## config.mk

```make
export PLATFORM = sky130hd
export DESIGN_NAME = mult8x8_ctrl
export DESIGN_NICKNAME = d
export VERILOG_FILES = /design/src/rtl/mult8x8_ctrl.sv
export SDC_FILE = /design/constraint.sdc
export NUM_CORES = 1
export LEC_CHECK = 0
export BUFFER_PORTS_ARGS = -buffer_cell sky130_fd_sc_hd__buf_2
export CAP_MARGIN = 30
export CORE_AREA = 2 2 39 41
export DETAILED_ROUTE_END_ITERATION = 10
export DIE_AREA = 0 0 41 43
export SETUP_SLACK_MARGIN = 0.4
export SKIP_LAST_GASP = 1
export SYNTH_ARGS = -nofsm -noshare
export SYNTH_HDL_FRONTEND = slang
export SYNTH_SLANG_ARGS = --single-unit
```

## constraint.sdc

```tcl
create_clock -name clk -period 1.7 [get_ports clk]
set_clock_uncertainty 0.05 [all_clocks]
set_input_delay 0 -clock clk [delete_from_list [all_inputs] [get_ports clk]]
set_output_delay 0 -clock clk [all_outputs]
set_load 0.03 [all_outputs]
```

## src/rtl/mult8x8_ctrl.sv

```systemverilog
// mult8x8_ctrl: sequencing FSM for an 8x8 shift-and-add multiplier built from 4x4 partial products
module mult8x8_ctrl #(
  parameter bit IDLE_CLR = 1'b1
) (
  input  logic       clk,
  input  logic       reset_n,
  input  logic       start,
  output logic [1:0] input_sel,
  output logic [1:0] shift_sel,
  output logic       clk_ena,
  output logic       sclr_n,
  output logic       busy,
  output logic       done_flag,
  output logic       err_flag,
  output logic [2:0] state_out
);
  typedef enum logic [2:0] {
    IDLE = 3'd0,
    CLR  = 3'd1,
    LSB  = 3'd2,
    MID  = 3'd3,
    MSB  = 3'd4,
    DONE = 3'd5,
    ERR  = 3'd6
  } state_t;
  state_t state_q, state_d;
  logic   cnt_q, cnt_d;
  logic   done_q, done_d;
  logic   err_q, err_d;
  logic   accept;
  // state register, MID cycle counter and sticky status flags
  always_ff @(posedge clk or negedge reset_n) begin
    if (!reset_n) begin
      state_q <= IDLE;
      cnt_q   <= 1'b0;
      done_q  <= 1'b0;
      err_q   <= 1'b0;
    end else begin
      state_q <= state_d;
      cnt_q   <= cnt_d;
      done_q  <= done_d;
      err_q   <= err_d;
    end
  end
  // next state; start seen while accumulating aborts to ERR, unused codes recover to IDLE
  always_comb begin
    state_d = IDLE;
    case (state_q)
      IDLE:    state_d = start ? (IDLE_CLR ? CLR : LSB) : IDLE;
      CLR:     state_d = LSB;
      LSB:     state_d = start ? ERR : MID;
      MID:     state_d = start ? ERR : (cnt_q ? MSB : MID);
      MSB:     state_d = DONE;
      DONE:    state_d = IDLE;
      ERR:     state_d = start ? ERR : IDLE;
      default: state_d = IDLE;
    endcase
  end
  // counter steps through the two MID cycles; flags clear on an accepted start
  always_comb begin
    accept = (state_q == IDLE) && start;
    cnt_d  = (state_q == MID) ? ~cnt_q : ((state_q == LSB) ? 1'b0 : cnt_q);
    done_d = accept ? 1'b0 : ((state_q == MSB) ? 1'b1 : done_q);
    err_d  = accept ? 1'b0 : (((state_q == LSB) || (state_q == MID)) && start ? 1'b1 : err_q);
  end
  // Moore decode of datapath controls from the current state
  always_comb begin
    input_sel = (state_q == MID) ? (cnt_q ? 2'b10 : 2'b01) : ((state_q == MSB) ? 2'b11 : 2'b00);
    shift_sel = (state_q == MID) ? 2'b01 : ((state_q == MSB) ? 2'b10 : 2'b00);
    busy      = (state_q == CLR) || (state_q == LSB) || (state_q == MID) || (state_q == MSB);
    clk_ena   = busy;
    sclr_n    = state_q != CLR;
  end
  assign done_flag = done_q;
  assign err_flag  = err_q;
  assign state_out = state_q;
endmodule

```

==> results of run 1 <==
worst min path at each step:
stage | slack [ns] | to | start | cells past startpoint
after floorplan | -0.35 | cnt_q | reset_n | 0
after global placement | -0.22 | err_flag | reset_n | 1
after detailed placement | -0.22 | err_flag | reset_n | 1
after CTS | 0.04 | err_flag | start | 2
after global routing | 0.06 | err_flag | start | 2
final | 0.04 | err_flag | start | 2
synth_stat cells:
cell       count  area, µm²
a32o_1         1       10.0
or4b_1         1       10.0
o2bb2ai_1      1       8.76
mux2i_1        1       10.0
a22o_1         2       17.5
o21bai_1       1       7.51
nor3_1         1       5.00
nor2_1         1       3.75
o31ai_1        1       7.51
or3b_1         2       17.5
nor2_2         1       6.26
nor3b_1        1       7.51
nand2_1        2       7.51
buf_4          1       7.51
and4b_1        1       10.0
buf_6          2       22.5
buf_2          2       10.0
inv_1          1       3.75
and2_1         1       6.26
nand4b_1       1       8.76
nand2b_1       1       6.26
xnor2_1        1       8.76
a211oi_1       1       7.51
nand3b_1       1       7.51
dfrtp_1        6        150
nor2b_1        1       6.26
o21a_1         1       7.51
area by class of cell:
class,count,area (µm²),area share [%]
repair buffers,25,203,31.2
clock buffers,4,26.3,4.04
inverters,1,3.75,0.577
multi-input cells,25,244,37.5
well taps,16,20.0,3.08
flip-flops and latches,6,154,23.7
sequential cells by signal (all words and copies together) (netlist names):
| signal | cells |
|---|---|
| cnt_q | 1 |
| done_flag | 1 |
| err_flag | 1 |
| state_out | 3 |
metrics by stage:
stage               util [%]  instance area [µm²]
finish                  47.0                  651
global route            47.0                  651
CTS                     43.5                  602
detailed placement      35.0                  484
global placement        35.0                  484
floorplan                  -                  433
placed cells by master (no fill, tap or decap), drive strengths merged:
master       count
inv              1
o21bai           1
nor2             2
nand2            2
or3b             2
dlygate4sd3      1
clkbuf           4
xnor2            1
nand2b           1
or4b             1
nor2b            1
nand4b           1
nand3b           1
nor3b            1
o21a             1
and2             1
a22o             2
o31ai            1
nor3             1
a211oi           1
and4b            1
dfrtp            6
o2bb2ai          1
mux2i            1
buf             24
a32o             1
routing by layer:
layer / vias up / GRT usage [%] / wire, µm
met5: - / 0 / 0
met4: 0 / 14.0 / 53
met3: 4 / 1.57 / 41
met2: 12 / 15.6 / 400
met1: 165 / 18.1 / 417
li1: 182 / - / -
repair_timing:
action                                 4_1_cts  5_1_grt
resized for setup                           10       13
setup endpoints to repair                    6       10
hold buffers                                 1        0
endpoints found under the hold margin        6        0
pin swaps                                    1        2
gates cloned                                 0        0
buffers inserted                             7        2
critical path, cell delays in order, from the launching register on:
cell	delay [ns]
dfrtp_2	0.44
nor2b_4	0.15
a32o_2	0.27
buf_6	0.14
cells by family (layout without fill, tap and decap cells):
family | count (synthesis) | count (layout) | synth area share [%]
flops | 6 | 6 | 39.3
mux | 1 | 1 | 2.62
compound gates | 8 | 8 | 17.4
simple gates | 15 | 15 | 26.9
buf+inv | 6 | 30 | 11.5
xor+xnor | 1 | 1 | 2.30
==> flow_summary_export.csv, run 1 <==
group,metric,value,unit
outcome,run_status,"finished clean",
floorplanning,placement_rows,14,
final_layout,finalNetCount,65,
drt,avgRoutedWirePerCell,11.8,µm
sta,unrepaired_setup_endpoints_after_global_routing,"true",
synthesis,yosys_warnings,0,
clock_tree,clkSlewWorstSetupHoldPaths,0.05,ns
setup_path,endpoint_kind,"primary output",
synthesis,synthesis.instances,37,
clock_tree,cts_sinks,6,
drt,drc_marker_count_from_the_first_detailed_route_iteration,2,
synthesis,synth.yosys.seq_area_share,39.3,%
clock_tree,clk-insertion-delay-late,0.25,ns
clock_tree,clock-root-buffer,"clkbuf_4",
final_layout,drive_above_1_share,60.7,%
sta,min_hold_slack,0.0424,ns
floorplanning,floorplan.die.height,43,µm
drt,num_vias,363,
setup_path,r2r.worst_path.cells,3,
placement,portBuffers,14,
synthesis,synthDistinctLibCells,27,
setup_path,arrival,1.24,ns
drt,antenna_violating_nets_post_route,0,
setup_path,type_of_element_launching_the_critical_path,"register",
placement,place_ws,0.476,ns
final_layout,layout_overhead_on_the_synthesized_area,70.5,%
sta,final.setup.tns,0,ns
sta,maxClockFrequency,0.773,GHz
final_layout,insertedDiodeCount,0,
sta,final_max_slew_viol_count,0,
sta,slew_at_the_pin_closest_to_its_max_slew_limit,0.270,ns
drt,route.final.wire_length,912,µm
setup_path,timing.reg2reg.setup_slack,0.41,ns
global_routing,antenna_found_initial,0,
flow_run,max_cap_violations,0,
setup_path,capture_instance_of_the_worst_register_to_register_path,"err_flag",
synthesis,average_instance_area_after_synthesis,10.3,µm²
floorplanning,start_util,27.6,%
global_routing,gr-total-overflow,0,
clock_tree,tritoncts.num_buffers,3,
hold_path,class_of_the_tightest_hold_or_removal_check,"input pin to register",
floorplanning,ioPinCount,15,
synthesis,synth_fp_nets,40,
sta,timing.max_slew.rel_slack,82.0,%
floorplanning,design.die.area,1760,µm²
setup_path,startpoint,"state_out[1]",
sta,setup_violations,0,
sta,timing.final.hold_violations,0,
setup_path,worst-endpoint-required,1.65,ns
global_routing,globalRouteTotalUtil,13.1,%
final_layout,fillCellCount,127,
sta,final.setup.worst_slack,0.407,ns
clock_tree,clk_path_buf_depth,2,
sta,shortest_period_the_worst_path_allows,1.29,ns
setup_path,rr_startpoint,"state_out[0]",
clock_tree,cts_tree,"yes",
sta,fin_crit_sh,76.1,%
floorplanning,core,1380,µm²
drt,detail_route.vias_per_cell,4.71,
setup_path,worstPathMaxFanout,4,
drt,first_pass_iters,4,
final_layout,final_cell_count_no_fill,77,
floorplanning,die_w,41,µm
clock_tree,htree_levels,1,
global_routing,grt_pass1_wl,1460,µm
global_routing,grt_start_max_net_pins,11,
synthesis,ys_ff_latch,6,
placement,routabilityCongestion,0.691,
setup_path,worstSetupPathType,"register to primary output",
drt,drc_errors,0,
global_routing,grt_pass1_vias,312,
synthesis,post_synth_instance_area,382,µm²
setup_path,worst_setup_path_endpoint,"input_sel[1]",
placement,hpwl_reported_at_the_end_of_detailed_placement,561,µm
placement,placed_cells_incl_taps,63,
Power of run 1 is left out: the tool's default activity adds up to more than one toggle a clock period on the data nets, which glitch-free logic cannot reach.
==> run 2, diff against run 1 <==
- clock period: 1.7 -> 1.1 ns (I/O delays scaled with it)
==> run 2 against run 1 <==
Against the previous run:
- the run now ends with setup timing left
- routed wire length grew 24%
- core utilization is 8.1 points higher
- die area is the same
- count of clock-buffer cells in the layout stayed put
- sequential share of layout area shrank 3.5 points
- flip-flop and latch count is the same
- final cell count grew 6.5%
- non-clock buffer count increased by 5
- largest cell class unchanged
==> flow_summary_export.csv, run 2 (synthesis results as in run 1) <==
group,metric,value,unit
setup_path,crit_family,"flip-flops",
hold_path,class_of_the_tightest_hold_or_removal_check,"input pin to async pin",
drt,route.final.wire_length,1140,µm
setup_path,timing.critical_path.cells,"nor2_4, a32o_2, buf_6",
flow_run,max_cap_violations,0,
floorplanning,ioPinCount,15,
floorplanning,floorplan.die.height,43,µm
final_layout,insertedDiodeCount,0,
floorplanning,design.die.area,1760,µm²
setup_path,max_stage_delay,0.45,ns
final_layout,flip_flop_count_of_the_largest_register_all_copies_and_words_added,3,
setup_path,rr_startpoint,"state_out[1]",
floorplanning,die_w,41,µm
drt,antenna_violating_nets_post_route,0,
sta,timing.max_slew.rel_slack,82.9,%
placement,hpwl_reported_at_the_end_of_detailed_placement,685,µm
clock_tree,htree_levels,1,
sta,slew_at_the_pin_closest_to_its_max_slew_limit,0.255,ns
clock_tree,tritoncts.num_buffers,3,
sta,timing.final.hold_violations,0,
floorplanning,start_util,27.6,%
floorplanning,core,1380,µm²
final_layout,layout_overhead_on_the_synthesized_area,100,%
setup_path,type_of_element_launching_the_critical_path,"register",
setup_path,startpoint,"state_out[0]",
drt,drc_marker_count_from_the_first_detailed_route_iteration,4,
sta,maxClockFrequency,0.758,GHz
setup_path,worstPathMaxFanout,6,
drt,drc_errors,0,
clock_tree,clkSlewWorstSetupHoldPaths,0.05,ns
setup_path,worst-endpoint-required,1.05,ns
global_routing,gr-total-overflow,0,
sta,fin_crit_sh,120,%
drt,top_signal_layer_used,"met4",
drt,wl_met2,602,µm
placement,routabilityCongestion,0.700,
sta,shortest_period_the_worst_path_allows,1.32,ns
setup_path,endpoint_kind,"primary output",
drt,detail_route.vias_per_cell,4.72,
sta,setup_violations,13,
outcome,violations,"setup timing",
setup_path,worst_setup_path_endpoint,"input_sel[1]",
setup_path,arrival,1.27,ns
global_routing,globalRouteTotalUtil,14.4,%
setup_path,timing.reg2reg.setup_slack,-0.22,ns
clock_tree,clk-insertion-delay-late,0.24,ns
setup_path,crit_slowest_cell,"dfrtp_2",
setup_path,worstSetupPathType,"register to primary output",
outcome,run_status,"finished with violations",
floorplanning,placement_rows,14,
final_layout,mostFrequentLayoutCells,"14 x buf_6, 13 x buf_4, 3 x clkbuf_4, 3 x dfrtp_1, 3 x dfrtp_2",
clock_tree,cts_sinks,6,
drt,first_pass_iters,4,
sta,final.setup.worst_slack,-0.220,ns
setup_path,critical_path_depth,3,
final_layout,layout.cells.most_common,"buf_6",
global_routing,grt_start_max_net_pins,11,
drt,routed-wl-met3,36,µm
clock_tree,cts_tree,"yes",
drt,avgRoutedWirePerCell,13.8,µm
setup_path,capture_instance_of_the_worst_register_to_register_path,"done_flag",
clock_tree,clk_path_buf_depth,2,
global_routing,antenna_found_initial,0,
drt,num_vias,387,
clock_tree,clock-root-buffer,"clkbuf_4",
sta,min_hold_slack,0.0577,ns
drt,routedLengthMet1,476,µm
global_routing,grt_pass1_wl,1670,µm
setup_path,worst-path-buf-inv,1,
final_layout,finalNetCount,70,
sta,unrepaired_setup_endpoints_after_global_routing,"true",
final_layout,drive_above_1_share,72.7,%
sta,final_max_slew_viol_count,0,
setup_path,r2r.worst_path.cells,3,
placement,portBuffers,14,
global_routing,grt_pass1_vias,369,
## run 2: final cells by class
class	count	area, µm²
fill	131	621
clock buffer	4	26.3
tap	16	20.0
timing repair buffer	30	275
inverter	1	3.75
sequential	6	154
multi-input combinational	25	284
## run 2: worst min-delay path by stage
stage	startpoint	to	depth (start not counted)
6_report	reset_n	cnt_q	2
5_1_grt	reset_n	err_flag	2
4_1_cts	reset_n	cnt_q	2
2_1_floorplan	reset_n	cnt_q	0
3_5_place_dp	reset_n	cnt_q	1
3_3_place_gp	reset_n	cnt_q	1
## run 2: metal layers
metal | vias up | track usage (%)
met2 | 9 | 19.7
met3 | 2 | 3.14
met4 | 0 | 10.0
met1 | 186 | 19.1
li1 | 190 | -
met5 | - | 0
## run 2: what timing repair did
action	CTS	global route
gates cloned	0	0
endpoints found under the setup margin	18	18
gates resized for setup	28	9
hold buffers	1	0
hold endpoints to repair	6	0
pin swaps	4	6
setup buffers	5	5
## run 2: stage by stage
stage / instance area (µm²) / util [%] / instances / setup slack [ns] / setup TNS, ns
final: 763 / 55.2 / 82 / -0.220 / -2.37
after global routing: 763 / 55.2 / 82 / -0.279 / -3.07
after CTS: 688 / 49.7 / 77 / -0.245 / -2.26
after detailed placement: 523 / 37.8 / 67 / -0.0872 / -0.272
after global placement: 523 / 37.8 / 67 / -0.0653 / -0.183
after floorplan: 448 / - / 37 / -0.216 / -1.14
Power of run 2 is left out for the same reason.
==> run 3, diff against run 2 <==
- ABC_AREA: not set -> 1
==> run 3 against run 2 <==
Against the previous run:
- critical endpoint is now busy
- hold slack got worse by 0.040 ns
- register-to-register slack improved by 0.16 ns
- worst setup slack improved by 0.082 ns
- routed wire length fell by 5.1%
- via count rose by 9.0%
- synthesized cell count rose by 30%
- flip-flop and latch count did not move
- count of clock-buffer cells in the layout did not move
- area after synthesis fell by 10%
- critical path depth rose by 1
- the run still ends with setup timing left
- design area fell by 6.2%
- first-iteration DRC count rose by 25%
==> flow_summary_export.csv, run 3 <==
group,metric,value,unit
outcome,run_status,"finished with violations",
outcome,violations,"setup timing",
setup_path,endpoint_kind,"primary output",
synthesis,synthDistinctLibCells,12,
drt,num_vias,422,
pwr,clock_power_share,8.5,%
clock_tree,htree_levels,1,
clock_tree,cts_sinks,6,
setup_path,worstSetupPathType,"register to primary output",
pwr,peakVddDrop,1.39,mV
final_layout,fillCellCount,132,
placement,placed_cells_incl_taps,78,
flow_run,max_cap_violations,0,
sta,setup_violations,12,
setup_path,crit_family,"flip-flops",
pwr,p_int,1.41,mW
final_layout,finalNetCount,82,
sta,fin_crit_sh,113,%
pwr,comb_power_share,73.8,%
setup_path,crit_slowest_cell,"dfrtp_2",
synthesis,synth_fa_ha_area_share,0,%
pwr,netSwitchingFraction,48.0,%
synthesis,dominant_combinational_cell_family_by_area_after_synthesis,"simple AND/OR/NAND/NOR gates",
drt,drc_marker_count_from_the_first_detailed_route_iteration,5,
setup_path,worst-endpoint-required,1.05,ns
drt,drc_errors,0,
drt,detail_route.vias_per_cell,4.49,
synthesis,post_synth_and_or_nand_nor_area_fraction,38.5,%
synthesis,synth_top_area_share,44.0,%
synthesis,ys_ff_latch,6,
final_layout,insertedDiodeCount,0,
global_routing,gr-total-overflow,0,
setup_path,worstPathMaxFanout,5,
clock_tree,clock-root-buffer,"clkbuf_4",
synthesis,synth_edf_count,0,
final_layout,drive_above_1_share,61.5,%
synthesis,synth_fp_nets,51,
sta,unrepaired_setup_endpoints_after_global_routing,"true",
drt,avgRoutedWirePerCell,11.5,µm
setup_path,worst-path-buf-inv,2,
setup_path,timing.critical_path.cells,"buf_12, nand2_4, nand2_4, buf_6",
placement,hpwl_reported_at_the_end_of_detailed_placement,650,µm
synthesis,synth_top_area_cell,"dfrtp_1",
synthesis,synth_compound_area_share,5.49,%
drt,first_pass_iters,2,
floorplanning,placement_rows,14,
sta,final.setup.worst_slack,-0.138,ns
final_layout,layout_overhead_on_the_synthesized_area,110,%
synthesis,synth_top_cells_by_area,"dfrtp_1 44%, nand2_1 16%, nand3_1 8.8%",
sta,maxClockFrequency,0.808,GHz
synthesis,post_synth_instance_area,342,µm²
drt,route.final.wire_length,1080,µm
clock_tree,clk_path_buf_depth,2,
pwr,leakagePower,0.378,nW
global_routing,grt_pass1_wl,1550,µm
final_layout,flip_flop_count_of_the_largest_register_all_copies_and_words_added,3,
sta,slew_at_the_pin_closest_to_its_max_slew_limit,0.251,ns
synthesis,synthXorXnorAreaFrac,0,%
global_routing,grt_pass1_vias,379,
global_routing,antenna_found_initial,0,
floorplanning,design.die.area,1760,µm²
synthesis,synth_ff_type,"dfrtp_1",
pwr,pwr_density_cell,3790,nW/µm²
final_layout,layout.cells.most_common,"buf_6",
pwr,share_seq_of_total_power,17.7,%
synthesis,synth.mux.area_fraction,0,%
synthesis,commonest_cells_post_synth,"15 x nand2_1, 8 x inv_1, 6 x dfrtp_1, 6 x nand3_1, 4 x nor2_1",
clock_tree,cts_tree,"yes",
setup_path,arrival,1.19,ns
setup_path,max_stage_delay,0.46,ns
drt,antenna_violating_nets_post_route,0,
clock_tree,tritoncts.num_buffers,3,
floorplanning,die_w,41,µm
final_layout,final_cell_count_no_fill,94,
clock_tree,clkSlewWorstSetupHoldPaths,0.06,ns
floorplanning,floorplan.die.height,43,µm
floorplanning,start_util,24.7,%
synthesis,yosysMostFrequentCell,"nand2_1",
floorplanning,ioPinCount,15,
synthesis,synth_async_reset_ratio,100,%
setup_path,cpMostUsedCell,"nand2_4",
synthesis,synth.yosys.seq_area_share,44.0,%
synthesis,average_instance_area_after_synthesis,7.12,µm²
synthesis,yosys_warnings,0,
clock_tree,clk-insertion-delay-late,0.25,ns
placement,routabilityCongestion,0.749,
pwr,switchingPower,1.30,mW
setup_path,type_of_element_launching_the_critical_path,"register",
global_routing,globalRouteTotalUtil,13.4,%
floorplanning,core,1380,µm²
global_routing,grt_start_max_net_pins,7,
sta,final.setup.tns,-1.06,ns
sta,final_max_slew_viol_count,0,
hold_path,class_of_the_tightest_hold_or_removal_check,"input pin to register",
synthesis,synthesis.instances,48,
final_layout,mostFrequentLayoutCells,"13 x buf_6, 9 x nand2_1, 9 x buf_4",
sta,shortest_period_the_worst_path_allows,1.24,ns
sta,timing.max_slew.rel_slack,83.1,%
sta,timing.final.hold_violations,0,
placement,portBuffers,14,
## run 3: cell count changes after synthesis, moves of 2 or more
cell,previous run,this run
nand2_1,2,15
inv_1,1,8
nand3_1,0,6
nor2_1,1,4
a22o_1,2,0
buf_2,2,0
buf_6,2,0
nand4_1,0,2
o21ai_0,0,2
or3b_1,2,0
## run 3: worst reg2reg max path: stages (launching register included)
cell	delay, ns
dfrtp_2	0.46
nor2_4	0.19
nand2_2	0.10
buf_4	0.14
buf_6	0.10
o21ai_2	0.04
## run 3: layout make-up
cell class / instances / area [µm²] / area share (%)
Timing Repair Buffer: 27 / 269 / 37.6
Sequential cell: 6 / 154 / 21.5
Tap cell: 16 / 20.0 / 2.80
Inverter: 9 / 36.3 / 5.07
Multi-Input combinational cell: 32 / 210 / 29.4
Clock buffer: 4 / 26.3 / 3.67
## run 3: power groups by stage
stage / logic (mW) / registers, mW / clock network, mW
after floorplan: 0.775 / 0.649 / 0
after global placement: 1.25 / 0.472 / 0
after detailed placement: 1.24 / 0.475 / 0
after CTS: 1.80 / 0.483 / 0.239
after global routing: 2.13 / 0.493 / 0.257
final: 2.00 / 0.480 / 0.229
## run 3: kinds of logic (layout without fill, tap and decap cells)
kind of cell	after synthesis	after routing
simple gates	29	29
buf+inv	10	40
flops	6	6
compound gates	3	3
## run 3: what timing repair did
action	CTS	global route
resized for setup	30	6
endpoints found under the hold margin	6	0
buffers inserted	8	3
pin swaps	6	3
hold buffers	1	0
endpoints found under the setup margin	18	18
## run 3: metal layers
layer	wire, µm	GRT usage (%)	up-vias
li1	-	-	207
met1	475	16.7	200
met2	538	20.0	15
met3	64	7.85	0
met4	0	2.00	0
met5	0	0	-
## run 3: final timing paths
path | startpoint | to | slack, ns | cells past startpoint
worst min register to register | cnt_q | state_out[2] | 0.50 | 2
max in group asynchronous | reset_n | state_out[0] | 0.78 | 2
worst min-delay path | start | err_flag | 0.02 | 4
worst max-delay path | state_out[2] | busy | -0.14 | 4
min in group asynchronous | reset_n | err_flag | 0.05 | 2
worst max register to register | state_out[2] | cnt_q | -0.06 | 5
## run 3: per-stage QoR
step | cell area [µm²] | power, mW | hold slack, ns | util, % | worst slack (ns)
floorplan | 378 | 1.42 | -0.346 | - | -0.0697
global placement | 468 | 1.72 | -0.218 | 33.8 | 0.0337
detailed placement | 468 | 1.71 | -0.217 | 33.8 | 0.0183
CTS | 664 | 2.53 | 0.0178 | 48.0 | -0.145
global route | 716 | 2.88 | 0.0334 | 51.7 | -0.204
finish | 716 | 2.71 | 0.0173 | 51.7 | -0.138
No activity file was read; power rests on OpenSTA's default activity.
